### src/rtl/branch_resolve_if.sv
// Bus between fetch/ID datapath, pc_reg and the branch predictor around the
// branch resolution unit. slave is the resolver view, master the driver view.
interface branch_resolve_if;
    logic        stall_i;
    logic [31:0] if_pc_i;
    logic [31:0] if_inst_i;
    logic        if_pre_take_i;
    logic        if_pre_sel_i;
    logic [31:0] rs1_data_i;
    logic [31:0] rs2_data_i;
    logic [31:0] id_pc_o;
    logic [31:0] id_inst_o;
    logic        id_valid_o;
    logic        redirect_o;
    logic [31:0] redirect_addr_o;
    logic        id_is_branch;
    logic        id_take_or_not;
    logic        id_pre_true;
    logic        id_sel;
    logic [31:0] id_pc;
    logic [31:0] branch_cnt_o;
    logic [31:0] mispred_cnt_o;

    modport slave (
        input  stall_i, if_pc_i, if_inst_i, if_pre_take_i, if_pre_sel_i,
               rs1_data_i, rs2_data_i,
        output id_pc_o, id_inst_o, id_valid_o, redirect_o, redirect_addr_o,
               id_is_branch, id_take_or_not, id_pre_true, id_sel, id_pc,
               branch_cnt_o, mispred_cnt_o
    );

    modport master (
        output stall_i, if_pc_i, if_inst_i, if_pre_take_i, if_pre_sel_i,
               rs1_data_i, rs2_data_i,
        input  id_pc_o, id_inst_o, id_valid_o, redirect_o, redirect_addr_o,
               id_is_branch, id_take_or_not, id_pre_true, id_sel, id_pc,
               branch_cnt_o, mispred_cnt_o
    );
endinterface

### src/rtl/branch_resolve.sv
// IF/ID register with conditional-branch resolution in ID: same-cycle redirect
// on mispredict, one-cycle predictor training pulse, saturating statistics.
module branch_resolve (
    input  logic          clk,
    input  logic          rst,
    branch_resolve_if.slave br
);
    logic [31:0] pc_r;
    logic [31:0] inst_r;
    logic        pre_take_r;
    logic        pre_sel_r;
    logic        valid_r;

    logic        train_valid_r;
    logic        train_take_r;
    logic        train_true_r;
    logic        train_sel_r;
    logic [31:0] train_pc_r;

    logic [31:0] branch_cnt_r;
    logic [31:0] mispred_cnt_r;

    logic        is_branch_s;
    logic        legal_s;
    logic        actual_s;
    logic        resolve_s;
    logic        mispredict_s;
    logic [31:0] imm_s;
    logic [31:0] target_s;
    logic [31:0] fall_s;
    logic [31:0] redirect_addr_s;

    function automatic logic [31:0] sat_inc(input logic [31:0] v);
        return (v == 32'hFFFF_FFFF) ? v : v + 32'd1;
    endfunction

    // Decode, evaluate and check the branch held in ID against its prediction
    always_comb begin
        is_branch_s     = valid_r && (inst_r[6:0] == 7'b1100011);
        legal_s         = 1'b1;
        actual_s        = 1'b0;
        imm_s           = {{19{inst_r[31]}}, inst_r[31], inst_r[7],
                           inst_r[30:25], inst_r[11:8], 1'b0};
        target_s        = pc_r + imm_s;
        fall_s          = pc_r + 32'd4;
        case (inst_r[14:12])
            3'b000:  actual_s = (br.rs1_data_i == br.rs2_data_i);
            3'b001:  actual_s = (br.rs1_data_i != br.rs2_data_i);
            3'b100:  actual_s = ($signed(br.rs1_data_i) <  $signed(br.rs2_data_i));
            3'b101:  actual_s = ($signed(br.rs1_data_i) >= $signed(br.rs2_data_i));
            3'b110:  actual_s = (br.rs1_data_i <  br.rs2_data_i);
            3'b111:  actual_s = (br.rs1_data_i >= br.rs2_data_i);
            default: begin
                legal_s  = 1'b0;
                actual_s = 1'b0;
            end
        endcase
        resolve_s    = is_branch_s && legal_s && !br.stall_i;
        mispredict_s = resolve_s && (pre_take_r != actual_s);
        if (mispredict_s) begin
            redirect_addr_s = actual_s ? target_s : fall_s;
        end else begin
            redirect_addr_s = 32'd0;
        end
    end

    // ID register: stall holds, a redirect squashes the wrong-path fetch
    always_ff @(posedge clk) begin
        if (rst) begin
            pc_r       <= 32'd0;
            inst_r     <= 32'd0;
            pre_take_r <= 1'b0;
            pre_sel_r  <= 1'b0;
            valid_r    <= 1'b0;
        end else if (br.stall_i) begin
            pc_r       <= pc_r;
            inst_r     <= inst_r;
            pre_take_r <= pre_take_r;
            pre_sel_r  <= pre_sel_r;
            valid_r    <= valid_r;
        end else begin
            pc_r       <= br.if_pc_i;
            inst_r     <= br.if_inst_i;
            pre_take_r <= br.if_pre_take_i;
            pre_sel_r  <= br.if_pre_sel_i;
            valid_r    <= !mispredict_s;
        end
    end

    // Training pulse to the predictor and saturating statistics
    always_ff @(posedge clk) begin
        if (rst) begin
            train_valid_r <= 1'b0;
            train_take_r  <= 1'b0;
            train_true_r  <= 1'b0;
            train_sel_r   <= 1'b0;
            train_pc_r    <= 32'd0;
            branch_cnt_r  <= 32'd0;
            mispred_cnt_r <= 32'd0;
        end else if (resolve_s) begin
            train_valid_r <= 1'b1;
            train_take_r  <= actual_s;
            train_true_r  <= !mispredict_s;
            train_sel_r   <= pre_sel_r;
            train_pc_r    <= pc_r;
            branch_cnt_r  <= sat_inc(branch_cnt_r);
            mispred_cnt_r <= mispredict_s ? sat_inc(mispred_cnt_r) : mispred_cnt_r;
        end else begin
            train_valid_r <= 1'b0;
        end
    end

    assign br.id_pc_o         = pc_r;
    assign br.id_inst_o       = inst_r;
    assign br.id_valid_o      = valid_r;
    assign br.redirect_o      = mispredict_s;
    assign br.redirect_addr_o = redirect_addr_s;
    assign br.id_is_branch    = train_valid_r;
    assign br.id_take_or_not  = train_take_r;
    assign br.id_pre_true     = train_true_r;
    assign br.id_sel          = train_sel_r;
    assign br.id_pc           = train_pc_r;
    assign br.branch_cnt_o    = branch_cnt_r;
    assign br.mispred_cnt_o   = mispred_cnt_r;
endmodule
### src/flat_wrapper.sv
// flat-port wrapper written by rule: the top's interface ports become plain ports
module branch_resolve_flat 
  (clk, rst, br_stall_i, br_if_pc_i, br_if_inst_i, br_if_pre_take_i, br_if_pre_sel_i, br_rs1_data_i, br_rs2_data_i, br_id_pc_o, br_id_inst_o, br_id_valid_o, br_redirect_o, br_redirect_addr_o, br_id_is_branch, br_id_take_or_not, br_id_pre_true, br_id_sel, br_id_pc, br_branch_cnt_o, br_mispred_cnt_o);
  branch_resolve_if br_i ();
  input  logic clk;
  input  logic rst;
  input wire logic [$bits(br_i.stall_i)-1:0] br_stall_i;
  input wire logic [$bits(br_i.if_pc_i)-1:0] br_if_pc_i;
  input wire logic [$bits(br_i.if_inst_i)-1:0] br_if_inst_i;
  input wire logic [$bits(br_i.if_pre_take_i)-1:0] br_if_pre_take_i;
  input wire logic [$bits(br_i.if_pre_sel_i)-1:0] br_if_pre_sel_i;
  input wire logic [$bits(br_i.rs1_data_i)-1:0] br_rs1_data_i;
  input wire logic [$bits(br_i.rs2_data_i)-1:0] br_rs2_data_i;
  output wire logic [$bits(br_i.id_pc_o)-1:0] br_id_pc_o;
  output wire logic [$bits(br_i.id_inst_o)-1:0] br_id_inst_o;
  output wire logic [$bits(br_i.id_valid_o)-1:0] br_id_valid_o;
  output wire logic [$bits(br_i.redirect_o)-1:0] br_redirect_o;
  output wire logic [$bits(br_i.redirect_addr_o)-1:0] br_redirect_addr_o;
  output wire logic [$bits(br_i.id_is_branch)-1:0] br_id_is_branch;
  output wire logic [$bits(br_i.id_take_or_not)-1:0] br_id_take_or_not;
  output wire logic [$bits(br_i.id_pre_true)-1:0] br_id_pre_true;
  output wire logic [$bits(br_i.id_sel)-1:0] br_id_sel;
  output wire logic [$bits(br_i.id_pc)-1:0] br_id_pc;
  output wire logic [$bits(br_i.branch_cnt_o)-1:0] br_branch_cnt_o;
  output wire logic [$bits(br_i.mispred_cnt_o)-1:0] br_mispred_cnt_o;
  assign br_i.stall_i = br_stall_i;
  assign br_i.if_pc_i = br_if_pc_i;
  assign br_i.if_inst_i = br_if_inst_i;
  assign br_i.if_pre_take_i = br_if_pre_take_i;
  assign br_i.if_pre_sel_i = br_if_pre_sel_i;
  assign br_i.rs1_data_i = br_rs1_data_i;
  assign br_i.rs2_data_i = br_rs2_data_i;
  assign br_id_pc_o = br_i.id_pc_o;
  assign br_id_inst_o = br_i.id_inst_o;
  assign br_id_valid_o = br_i.id_valid_o;
  assign br_redirect_o = br_i.redirect_o;
  assign br_redirect_addr_o = br_i.redirect_addr_o;
  assign br_id_is_branch = br_i.id_is_branch;
  assign br_id_take_or_not = br_i.id_take_or_not;
  assign br_id_pre_true = br_i.id_pre_true;
  assign br_id_sel = br_i.id_sel;
  assign br_id_pc = br_i.id_pc;
  assign br_branch_cnt_o = br_i.branch_cnt_o;
  assign br_mispred_cnt_o = br_i.mispred_cnt_o;
  branch_resolve u_core (.clk(clk), .rst(rst), .br(br_i));
endmodule
### config.mk
export PLATFORM = sky130hd
export DESIGN_NAME = branch_resolve_flat
export DESIGN_NICKNAME = d
export VERILOG_FILES = /design/src/rtl/branch_resolve_if.sv /design/src/rtl/branch_resolve.sv /design/src/flat_wrapper.sv
export SDC_FILE = /design/constraint.sdc
export NUM_CORES = 1
export LEC_CHECK = 0
export BUFFER_PORTS_ARGS = -buffer_cell sky130_fd_sc_hd__buf_2
export CORE_MARGIN = 5
export CORE_UTILIZATION = 35
export CTS_CLUSTER_SIZE = 30
export DETAILED_ROUTE_END_ITERATION = 16
export GPL_ROUTABILITY_DRIVEN = 0
export HOLD_SLACK_MARGIN = 0.02
export PLACE_DENSITY_LB_ADDON = 0.3
export RECOVER_POWER = 25
export SYNTH_ARGS = -nofsm -noshare
export SYNTH_HDL_FRONTEND = slang
export SYNTH_SLANG_ARGS = --single-unit
### constraint.sdc
create_clock -name clk -period 6.3 [get_ports clk]
set_clock_uncertainty 0.1 [all_clocks]
set_input_delay 0 -clock clk [delete_from_list [all_inputs] [get_ports clk]]
set_output_delay 0 -clock clk [all_outputs]
set_load 0.01 [all_outputs]
==> flow_results.org, run 1 <==
** Outcome
- The flow ran to the end, and the final reports show no timing, DRC or antenna violations.

** Floorplanning
- Measured along the y axis, the die boundary spans 181 um.
- The floorplan has 62 rows.
- around 330 I/O pins were placed.
- Core footprint :: approximately 29,000 sq um
- In this run the horizontal extent of the chip is ~180 um.
- The floorplan step defined a die boundary enclosing 32,600 sq um.
- Initial Utilization :: 35.5%

** STA
- Final number of setup-violating endpoints :: 0
- Number of slew-limit violations in the final report :: 0
- The count of endpoints failing hold in the final timing report was 0.
- Slew of the pin with the lowest slew margin :: roughly 1.2 ns
- Tmin final :: 4.84 ns
- In this run the tightest slew margin relative to its limit is 19.7%.
- Maximum clock frequency :: slightly above 0.2 GHz
- Final setup TNS :: 0 ns
- Worst hold-check slack :: about 0.13 ns
- Setup repair after global routing left no endpoint under its margin.
- Post-route fraction of the period consumed by the critical path :: 76.9%

** Global routing
- For this run, the total global-route usage over all layers was measured as 19.7%.
- The first global-routing pass estimated 53,500 um of wire.
- The via count of the first global-routing pass is ~10,000.
- Pin count of the biggest net entering global routing :: between 90 and 100
- The initial antenna violation count was 0.
- Total grt overflow :: 0

** Route
- Residual antenna-violating net count after detailed routing :: 0
- Wires add up to 32,900 um.
- For this run, design rule violations remaining after detail routing come to 0.
- Dividing the detail-routed via count by the number of cells gives 5.12.
- The first TritonRoute pass finished after 5 iterations.
- Average wire per standard cell :: 16.4 um
- Total via count after detailed routing :: 10,300
- After the first detailed-routing iteration, the DRC count stood at 705.

** Synthesis
- In this run the cell area of the synthesized design comes to 10,200 sq um.
- Fraction of post-synthesis cell area in the top cell type by area :: 32.8%
- Yosys mapped the design onto 68 distinct sky130hd cell types.
- Number of nets in the synthesized netlist :: 1,451
- Yosys printed 0 warnings.
- Most common flop cell mapped by yosys :: dfxtp_1
- In the synthesized netlist the async set-or-reset flop fraction comes to 0%.
- Most frequently used cell type in the post-synthesis netlist :: nor2_1
- Leading post-synthesis cells by instance count :: nor2_1 (178), dfxtp_1 (167), nand2_1 (113)
- Of the synthesized area, sequential elements account for 32.8%.
- After synthesis the netlist holds a flip-flop and latch count of 167.
- Top cells by area, synth :: dfxtp_1 (33%), ha_1 (8.0%), mux2i_1 (7.4%), nor2_1 (6.6%), nand2_1 (4.2%)
- Number of enable flip-flop cells after synthesis :: 0
- Gate count of the mapped netlist :: 1,252
- Summed over all instances, the cell type with the most area after synthesis is dfxtp_1.
- Post-Syn Area per Cell :: about 8.1 sq um

** Cells and area
- The count of cells in the finished layout, fillers not included, comes to 2,013.
- Diodes inserted :: 0
- Measured on the finished design, the core utilization comes to 46.3%.
- Fraction of layout cells with a size suffix above 1 :: a little under a fifth
- For this run, the post-layout net count is 1,815.
- Area grow syn2layout :: 30.5%
- After filler insertion, the fill cell instance count of the layout stands at 2,854.
- Post-route cell area :: 13,300 sq um

** Power
- Leakage power total :: 5.97 nW
- In this run the power spent charging and discharging nets is 0.744 mW.
- Share of total power in sequential cells :: a little over two fifths
- Dividing total power by cell area gives a power density of about 190 nW/um^2.
- VDD sags by at most 0.000149 V.
- Net switching is 29.0% of the power.
- In this run, the clock network consumes 40.4% of the power.
- Per report_power, the combinational group accounts for about 16% of the total.
- The internal portion of the total power is roughly 1.8 mW.

** Worst setup path
- The critical path is of the flip-flop to output port type.
- Along the worst path, the maximum fanout reaches 22.
- Category of the worst setup path capture point :: output port
- Worst endpoint required time :: 6.20 ns
- Data on the critical path arrives at its endpoint at between 4 and 5 ns.
- Startpoint types :: flip-flop

** Job
- The tool flagged a number of max-cap violations equal to 0.

** Place
- Post-placement cell area :: 12,100 sq um
- Port bufs :: 330
- Hpwl dp :: 24,300 um
- Including well taps, the total number of placed cells is 1,910.

** Clocking
- Clock tree synthesis inserted a total of 17 buffers.
- Clock latency of the later-clocked register in the worst-skew pair :: 0.44 ns
- TritonCTS clock tree :: built
- CTS H-tree depth :: 4
- Gates resized during post-CTS repair numbered 0.
- For this design, the sink count on the clock tree is around 170.
- After clock tree synthesis, the clock-pin slew on the worst setup and hold paths is ~0.070 ns.
- Worst-case clock buffer depth :: 2
- Root buffer cell :: clkbuf_16

** Worst hold path
- The path class of the tightest hold or removal check is primary input to flip-flop.
## power by group through the flow
stage               sequential (mW)  clock, mW  combinational, mW
finish                         1.12       1.04              0.407
floorplan                      1.14          0              0.245
detailed placement             1.15          0              0.372
global route                   1.13       1.11              0.454
global placement               1.15          0              0.369
CTS                            1.12       1.07              0.410
## per-stage QoR
stage | total power [mW] | setup WS, ns
2_1_floorplan | 1.39 | 2.35
3_3_place_gp | 1.52 | 1.99
3_5_place_dp | 1.52 | 1.92
4_1_cts | 2.60 | 1.42
5_1_grt | 2.70 | 1.17
6_report | 2.57 | 1.46
## final timing paths
| kind | slack [ns] | from | cells past startpoint | end |
|---|---|---|---|---|
| setup / recovery | 1.46 | u_core.br.id_inst_o[31] | 11 | br_redirect_addr_o[31] |
| hold / removal | 0.13 | br_stall_i | 4 | u_core.br.id_pc_o[19] |
| setup reg to reg | 2.20 | u_core.br.id_inst_o[2] | 9 | u_core.br.branch_cnt_o[20] |
| hold reg to reg | 0.35 | u_core.pre_sel_r | 2 | u_core.br.id_sel |
## cells by family after synthesis
group	after synthesis	share of synthesized area (%)
xor+xnor	78	6.71
buf+inv	119	4.56
simple gates	510	24.0
fa+ha+maj	66	8.18
mux	89	8.92
compound gates	223	14.8
flops	167	32.8
## placed cells by master, fill, tap and decap left out, types with 18 or more instances in the layout
cell type	count
nand3_1	56
nor4_1	18
nand2_1	112
clkbuf_1	92
inv_1	54
o21ai_0	19
ha_1	65
nand4_1	30
mux2i_1	75
a21o_1	19
nor2_1	178
dlygate4sd3_1	71
a211oi_1	26
nor2b_1	24
a21oi_1	82
xnor2_1	41
buf_2	237
and3_1	18
xor2_1	37
dfxtp_1	167
## per-layer routing
metal | global-route usage (%) | part of all wire (%) | vias to the layer above
met5 | 0 | 0 | -
met4 | 6.17 | 2.2 | 0
li1 | - | - | 5166
met1 | 25.1 | 45 | 4777
met3 | 5.27 | 6.2 | 45
met2 | 32.6 | 47 | 316
## cell type report
cell class | count | area (sq um) | share of cell area [%]
clock buffer | 18 | 429 | 3.23
tap | 384 | 480 | 3.61
inverter | 56 | 210 | 1.58
sequential | 167 | 3340 | 25.2
timing repair buffer | 408 | 2310 | 17.4
clock inverter | 14 | 140 | 1.05
multi-input combinational | 966 | 6380 | 48.0
## worst max-delay path: stages, from the launching register on
cell and delay [ns]:
dfxtp_1 0.89, ha_1 0.42, and4_1 0.25, a21boi_0 0.14
a32o_1 0.30, a221o_1 0.43, a221o_1 0.43, a31oi_2 0.31
mux2_1 0.35, or4_1 0.47, a21oi_1 0.13, buf_2 0.18
## registers in the layout, summed over array words and instances (netlist names)
signal,flops
u_core.pre_sel_r,1
u_core.br.mispred_cnt_o,32
u_core.br.id_take_or_not,1
u_core.br.id_pre_true,1
u_core.br.id_sel,1
u_core.br.branch_cnt_o,32
u_core.br.id_inst_o,32
u_core.pre_take_r,1
u_core.br.id_pc,32
u_core.br.id_is_branch,1
u_core.br.id_valid_o,1
u_core.br.id_pc_o,32
## repair_timing
action                                 4_1_cts  5_1_grt
buffers inserted                             0        0
hold buffers                                71        0
setup endpoints to repair                    0        0
endpoints found under the hold margin      112        0
Power figures use the tool's default switching activity.
==> inputs of run 2 (changes only) <==
==> constraint.sdc (replaced) <==
create_clock -name clk -period 4.79 [get_ports clk]
set_clock_uncertainty 0.1 [all_clocks]
set_input_delay 0 -clock clk [delete_from_list [all_inputs] [get_ports clk]]
set_output_delay 0 -clock clk [all_outputs]
set_load 0.01 [all_outputs]
==> run 2 against run 1 <==
Effect of this change: setup slack lost 1.2 ns; via count is 1.4% higher; critical path depth grew 1; sequential share of layout area shrank 0.63 points; combinational power grew 40%; die area unchanged; largest cell class unchanged; highest routed layer is now met5.
==> flow_results.org, run 2 (same netlist as run 1, synthesis figures left out) <==
** Route
- Average vias per placed instance :: 5.11
- DRC errors left :: 0
- Average wire per standard cell :: 16.5 um
- The first detailed-routing pass ran for 5 iterations.
- Routed Wire Length :: around 34,000 um
- In this run the remaining antenna-violating nets after routing total 0.
- The final route contains 10,400 vias.
- The detailed router finished its first iteration with 693 violations.

** Global routing
- The via count of the first global-routing pass was 10,400.
- Total Routing Usage GR :: 20.1%
- First-pass GRT wire length :: roughly 55,000 um
- The initial antenna violation count was 1.
- Pin count of the biggest net entering global routing :: 115
- Global routing finished with a remaining overflow of 0.

** Clocking
- In this run the deepest clock path goes through 2 buffers.
- TritonCTS built the clock tree.
- For the worst-skew pair, the clock arrives at the later sink with an insertion delay of around 0.44 ns.
- CTS placed an instance of clkbuf_16 at the clock tree root.
- Counting the buffers created by CTS gives 17.
- CTS built an H-tree with a depth of 4.
- Clock-pin transition on the worst setup and hold timing paths :: 0.07 ns
- CTS saw between 150 and 200 sinks.

** Cells and area
- The net count of the finished layout is ~1,800.
- The repair_antennas step left the layout with diodes totalling 0.
- Fraction of layout cells with a size suffix above 1 :: 18.3%
- Leaving out fill and tap cells, the most frequent cell in the layout is buf_2.
- Area grow syn2layout :: 33.9%
- The top cell types in the final layout, fill and taps aside, are buf_2 (237), nor2_1 (178), dfxtp_1 (167).
- Cells fill around 47% of the core in the end.

** Worst setup path
- Largest fanout on the critical path :: 5
- Cell-by-cell trace of the critical path :: ha_1, fa_2, a211oi_2, o211ai_1, a32o_1, a221o_1, a221o_1, a31oi_4, mux2_1, or4_1, a21oi_1, buf_2
- The cell family contributing the most delay on the critical path is compound AO/OA/AOI/OAI gates.
- The number of buffers and inverters on the critical path is 1.
- Measured in cells, the most critical reg-to-reg path has a length of 9.
- The largest individual stage delay along the critical path comes from the cell or4_1.
- Capture point of the worst reg-to-reg path :: u_core.br.branch_cnt_o[20]
- The worst register-to-register path begins at u_core.br.id_inst_o[2].
- Endpoint of the most critical setup path :: br_redirect_addr_o[31]
- STA classifies the critical path endpoint as an output port.
- The critical path crosses 12 cells after its start point.
- Class of the most critical setup path :: flip-flop to output port
- CP most frequent cell :: a221o_1
- Setup slack on the worst flop-to-flop path :: 1.27 ns
- Data on the critical path arrives at its endpoint at 4.46 ns.
- At the worst endpoint, the required time is 4.69 ns.
- Startpoint types :: flip-flop
- Peak per-stage delay on the critical path :: approximately 0.46 ns
- Critical path startpoint :: u_core.br.id_pc_o[1]

** STA
- Fin. Hold Viols :: 0
- In the finished design, the share of the clock period the worst path needs comes to 95.2%.
- Unrepaired setup endpoints after global routing :: no
- Maximum clock frequency :: 0.219 GHz
- Measured against its own limit, the worst slew margin works out to 43.3%.
- Final setup TNS :: 0 ns
- At the pin with the least slew margin, the transition time is between 0.8 and 0.9 ns.
- Setup violations remaining at the end of the flow were counted as 0.
- Number of slew-limit violations in the final report :: 0
- Tmin final :: 4.56 ns

** Power
- IR analysis of the VDD net gives a maximum drop of 0.000167 V.
- Power spread over the standard cell area amounts to 255 nW/um^2.
- The analysis attributes to cell leakage a power of 6.10 nW.
- The completed layout was analyzed and its total power is approximately 3.5 mW.

** Place
- Buffers placed on the I/O ports in this run total 330.
- The HPWL after detailed placement is 24,300 um.

** Floorplanning
- 331 I/O pins were placed.
- The die covers 32,600 sq um.
- The die is around 180 um wide.
- The initial utilization of the core area, before any placement, comes to 35.5%.
- # rows :: a little over 60
- Measured along the y axis, the die boundary spans ~180 um.
- Core footprint :: 28,700 sq um

** Worst hold path
- Min-Delay Path Class :: primary input to flip-flop

** Job
- Max-cap violation count :: 0

** Outcome
- Status :: finished clean
==> run 2: changes by cell type in the layout (fill, tap and decap cells not counted) <==
| cell | previous run | this run |
|---|---|---|
| clkinvlp_4 | 1 | 4 |
| a31oi_2 | 1 | 0 |
| a211oi_2 | 0 | 1 |
| a31oi_4 | 0 | 1 |
| bufinv_16 | 1 | 2 |
| inv_6 | 5 | 3 |
| dlygate4sd3_1 | 71 | 95 |
| clkinv_2 | 2 | 0 |
| fa_1 | 1 | 0 |
| fa_2 | 0 | 1 |
| buf_4 | 8 | 15 |
| clkbuf_8 | 0 | 2 |
| a211oi_1 | 26 | 25 |
| inv_8 | 2 | 0 |
==> run 2: routing by layer <==
layer,wire length [um],global-route usage [%]
met2,15900,33.7
met5,8,0
met4,816,6.65
met1,14600,24.9
met3,2300,5.81
==> run 2: worst min path at each step <==
stage	cells after the start	end	startpoint	slack, ns
after floorplan	2	u_core.br.id_inst_o[0]	br_if_inst_i[0]	0.04
after global placement	3	u_core.br.id_inst_o[19]	br_if_inst_i[19]	0.13
after detailed placement	3	u_core.br.id_pc_o[28]	br_if_pc_i[28]	0.14
after CTS	3	u_core.br.id_inst_o[14]	br_stall_i	0.02
after global routing	3	u_core.br.id_pc_o[24]	br_stall_i	0.04
final	3	u_core.br.id_pc_o[24]	br_stall_i	0.04
==> run 2: tightest hold or removal path: cells and delay by family <==
family                 cells  cell delay [ns]
multiplexers               1             0.17
AND/OR/NAND/NOR            1             0.10
buffers and inverters      1             0.25
==> run 2: repair_timing <==
item | in CTS | in global routing
gates resized for setup | 1 | 2
setup buffers | 0 | 0
hold buffers | 95 | 0
endpoints found under the hold margin | 87 | 0
setup endpoints to repair | 1 | 1
pin swaps | 0 | 3
==> run 2: cell type report <==
cell class	count	area, sq um
clock buffer	20	457
multi-input combinational	966	6400
clock inverter	12	143
inverter	56	210
timing repair buffer	439	2600
tap	384	480
sequential	167	3340
fill	2876	15100
==> run 2: power breakdown <==
| group | switching (mW) | internal (mW) |
|---|---|---|
| logic | 0.303 | 0.267 |
| registers | 0.0513 | 1.42 |
| clock network | 0.626 | 0.803 |
| total | 0.980 | 2.49 |
==> run 2: stage by stage <==
stage | setup WS (ns) | std cells | area (sq um) | hold slack, ns
global placement | 0.558 | 1917 | 12200 | 0.128
finish | 0.232 | 2044 | 13600 | 0.0394
global route | 0.0637 | 2044 | 13600 | 0.0424
detailed placement | 0.506 | 1917 | 12200 | 0.136
CTS | 0.0941 | 2044 | 13700 | 0.0216
floorplan | 0.842 | 1252 | 10200 | 0.0439
==> inputs of run 3 (changes only) <==
--- a/config.mk
+++ b/config.mk
@@ -6,8 +6,10 @@
 export NUM_CORES = 1
 export LEC_CHECK = 0
 export BUFFER_PORTS_ARGS = -buffer_cell sky130_fd_sc_hd__buf_2
+export CELL_PAD_IN_SITES_DETAIL_PLACEMENT = 1
+export CELL_PAD_IN_SITES_GLOBAL_PLACEMENT = 2
 export CORE_MARGIN = 5
-export CORE_UTILIZATION = 35
+export CORE_UTILIZATION = 29
 export CTS_CLUSTER_SIZE = 30
 export DETAILED_ROUTE_END_ITERATION = 16
 export GPL_ROUTABILITY_DRIVEN = 0
==> run 3 against run 2 <==
Effect of this change: non-clock buffer count up 35; clock power down 6%; die area up 19%; highest routed layer is now met4; largest power group unchanged; combinational power up 6.0%; register-to-register slack better by 0.06 ns; setup slack better by 0.047 ns; sequential share of layout area down 0.69 points; critical endpoint unchanged; final cell count up 5.2%.
==> flow_results.org, run 3 (same netlist as run 1, synthesis figures left out) <==
** Floorplanning
- The core region is 34,600 sq um.
- Die X :: 197 um
- # rows :: 68
- Die footprint :: 39,000 sq um
- Ports :: around 330
- Initial Utilization :: between 20% and 30%
- DIE HEIGHT :: between 150 and 200 um

** Route
- After detailed routing, the average wire length per cell comes to 17.9 um.
- DRC errors left :: 0
- Average vias per placed instance :: 4.97
- First-pass detailed-route iteration total :: 4
- Total via count after detailed routing :: 10,700
- In this run the remaining antenna-violating nets after routing total 0.
- Summed over all layers, the routed wires come to roughly 38,000 um.
- For this block, the initial DRC count from the detailed router was 475.

** Clocking
- TritonCTS clock tree :: built
- Clock latency of the later-clocked register in the worst-skew pair :: about 0.45 ns
- The clock passes through at most 2 buffers.
- The H-tree generated during clock tree synthesis spans 4 levels.
- In this run the clock root is driven by a clkbuf_16.
- Total number of clock tree sinks :: 167
- Clock-pin transition on the worst setup and hold timing paths :: 0.07 ns
- In this run, CTS created clock tree buffers numbering 17.

** Worst setup path
- Class of the most critical setup path :: flip-flop to output port
- Counting both buffers and inverters, the worst setup path holds a total of 1.
- The critical path starts at u_core.br.id_pc_o[1].
- CP max stage cell :: or4_1
- Worst reg-to-reg path cell count :: 8
- On the critical path the largest part of the delay comes from compound AO/OA/AOI/OAI gates.
- Cell-by-cell trace of the critical path :: ha_1, fa_2, a211oi_2, o211ai_1, a32o_1, a221o_1, a221o_1, a31oi_4, mux2_1, or4_1, a21oi_1, buf_2
- At the worst endpoint, the required time is 4.69 ns.
- Number of logic stages on the critical path including buffering :: 12
- At the worst endpoint, the arrival time is around 4.4 ns.
- Peak per-stage delay on the critical path :: approximately 0.47 ns
- The worst register-to-register path begins at u_core.br.id_inst_o[2].
- Category of the worst setup path capture point :: output port
- Counting stages on the worst path, the most repeated cell is a221o_1.
- Largest fanout on the critical path :: 5
- STA classifies the critical path startpoint as a flip-flop.

** Global routing
- Total Routing Usage GR :: about 19%
- Number of global-route vias before repair :: 11,100
- The initial antenna violation count is 1.
- Entering global routing, the biggest net connects 104 pins.
- First-pass GRT wire length :: just over 60,000 um
- For this run the aggregate overflow at the end of global routing stands at 0.

** Power
- In this run the power density over the cells is approximately 240 nW/um^2.
- Summing internal, switching and leakage power gives 3.43 mW.
- Summed over all cells, the static leakage comes to ~6.3 nW.
- Maximum vdd ir drop :: 0.000250 V

** Worst hold path
- Hold depth :: 3
- The worst hold path begins at br_stall_i.
- The worst hold path belongs to the class primary input to flip-flop.

** STA
- Setup repair after global routing left no endpoint under its margin.
- Fin. Hold Viols :: 0
- The count of final max-slew check failures came to 0.
- Slew of the pin with the lowest slew margin :: 0.905 ns
- Final number of setup-violating endpoints :: 0
- The smallest clock period supported by the final layout is computed as between 4 and 5 ns.
- Derived from the worst setup path, the maximum achievable clock frequency is 0.222 GHz.
- Summed over all failing endpoints, the final setup total negative slack is 0 ns.
- Rel. slew slack :: about two fifths
- Post-route fraction of the period consumed by the critical path :: 94.2%

** Cells and area
- Leading cell types in the layout, fill and taps excluded :: buf_2 (237), nor2_1 (178), dfxtp_1 (167)
- Area grow syn2layout :: 37.8%
- Leading cell type in the layout, fill and taps excluded :: buf_2
- Fill cell instance count of the final layout :: 4,302
- At the end of the flow, the number of nets in the layout was 1,881.
- Fraction of layout cells with a size suffix above 1 :: 17.9%

** Job
- Max-cap violations in this run came to 0.

** Outcome
- Status :: finished clean

** Place
- Port buffering added 330 buffers.
- Detailed placement ended at an HPWL of 27,700 um.
[run 3: worst register-to-register path: stages, from the launching register on]
cell and delay, ns:
dfxtp_1 0.33, or4b_1 0.56, nor4b_1 0.40, nand4_1 0.32, buf_4 0.45, nor2_1 0.32, nand2_1 0.15, or3b_1 0.41
mux2_1 0.31
[run 3: final cells by class]
class                           instances  area, sq um  area share, %
Multi-Input combinational cell        966         6400           45.6
Sequential cell                       167         3340           23.8
Timing Repair Buffer                  474         2950           21.0
Tap cell                              455          569           4.06
Clock buffer                           18          429           3.06
Inverter                               56          210           1.50
Clock inverter                         14          125          0.892
Antenna cell                            1         2.50         0.0178
[run 3: final timing paths]
| check | slack [ns] | to |
|---|---|---|
| max reg2reg | 1.33 | u_core.br.mispred_cnt_o[8] |
| min reg2reg | 0.36 | u_core.br.id_sel |
| min | 0.15 | u_core.br.id_valid_o |
| max | 0.28 | br_redirect_addr_o[31] |
[run 3: timing repair]
item | CTS | global route
pin swaps | 0 | 4
hold buffers | 130 | 0
resized for setup | 1 | 2
gates cloned | 0 | 0
setup endpoints to repair | 1 | 1
setup buffers | 0 | 2
endpoints found under the hold margin | 69 | 0
[run 3: per-stage QoR]
stage	cell area (sq um)	hold WS, ns	utilization, %	instances	setup WS (ns)
CTS	14100	0.104	40.8	2148	0.0373
detailed placement	12300	0.139	35.4	1986	0.516
floorplan	10200	0.0439	-	1252	0.842
global placement	12300	0.128	35.4	1986	0.509
global route	14000	0.114	40.5	2151	0.0443
finish	14000	0.148	40.5	2151	0.279
[run 3: metal layers]
metal	global-route usage [%]	vias up	wire, um	part of all wire (%)
met2	32.0	247	17900	47
li1	-	5299	-	-
met4	5.21	0	625	1.6
met5	0	-	0	0
met1	25.4	5104	17800	46
met3	4.23	32	2100	5.5
[run 3: where the power goes]
| part | internal (mW) | switching [mW] |
|---|---|---|
| combinational | 0.286 | 0.317 |
| clock | 0.720 | 0.633 |
| sequential | 1.42 | 0.0530 |
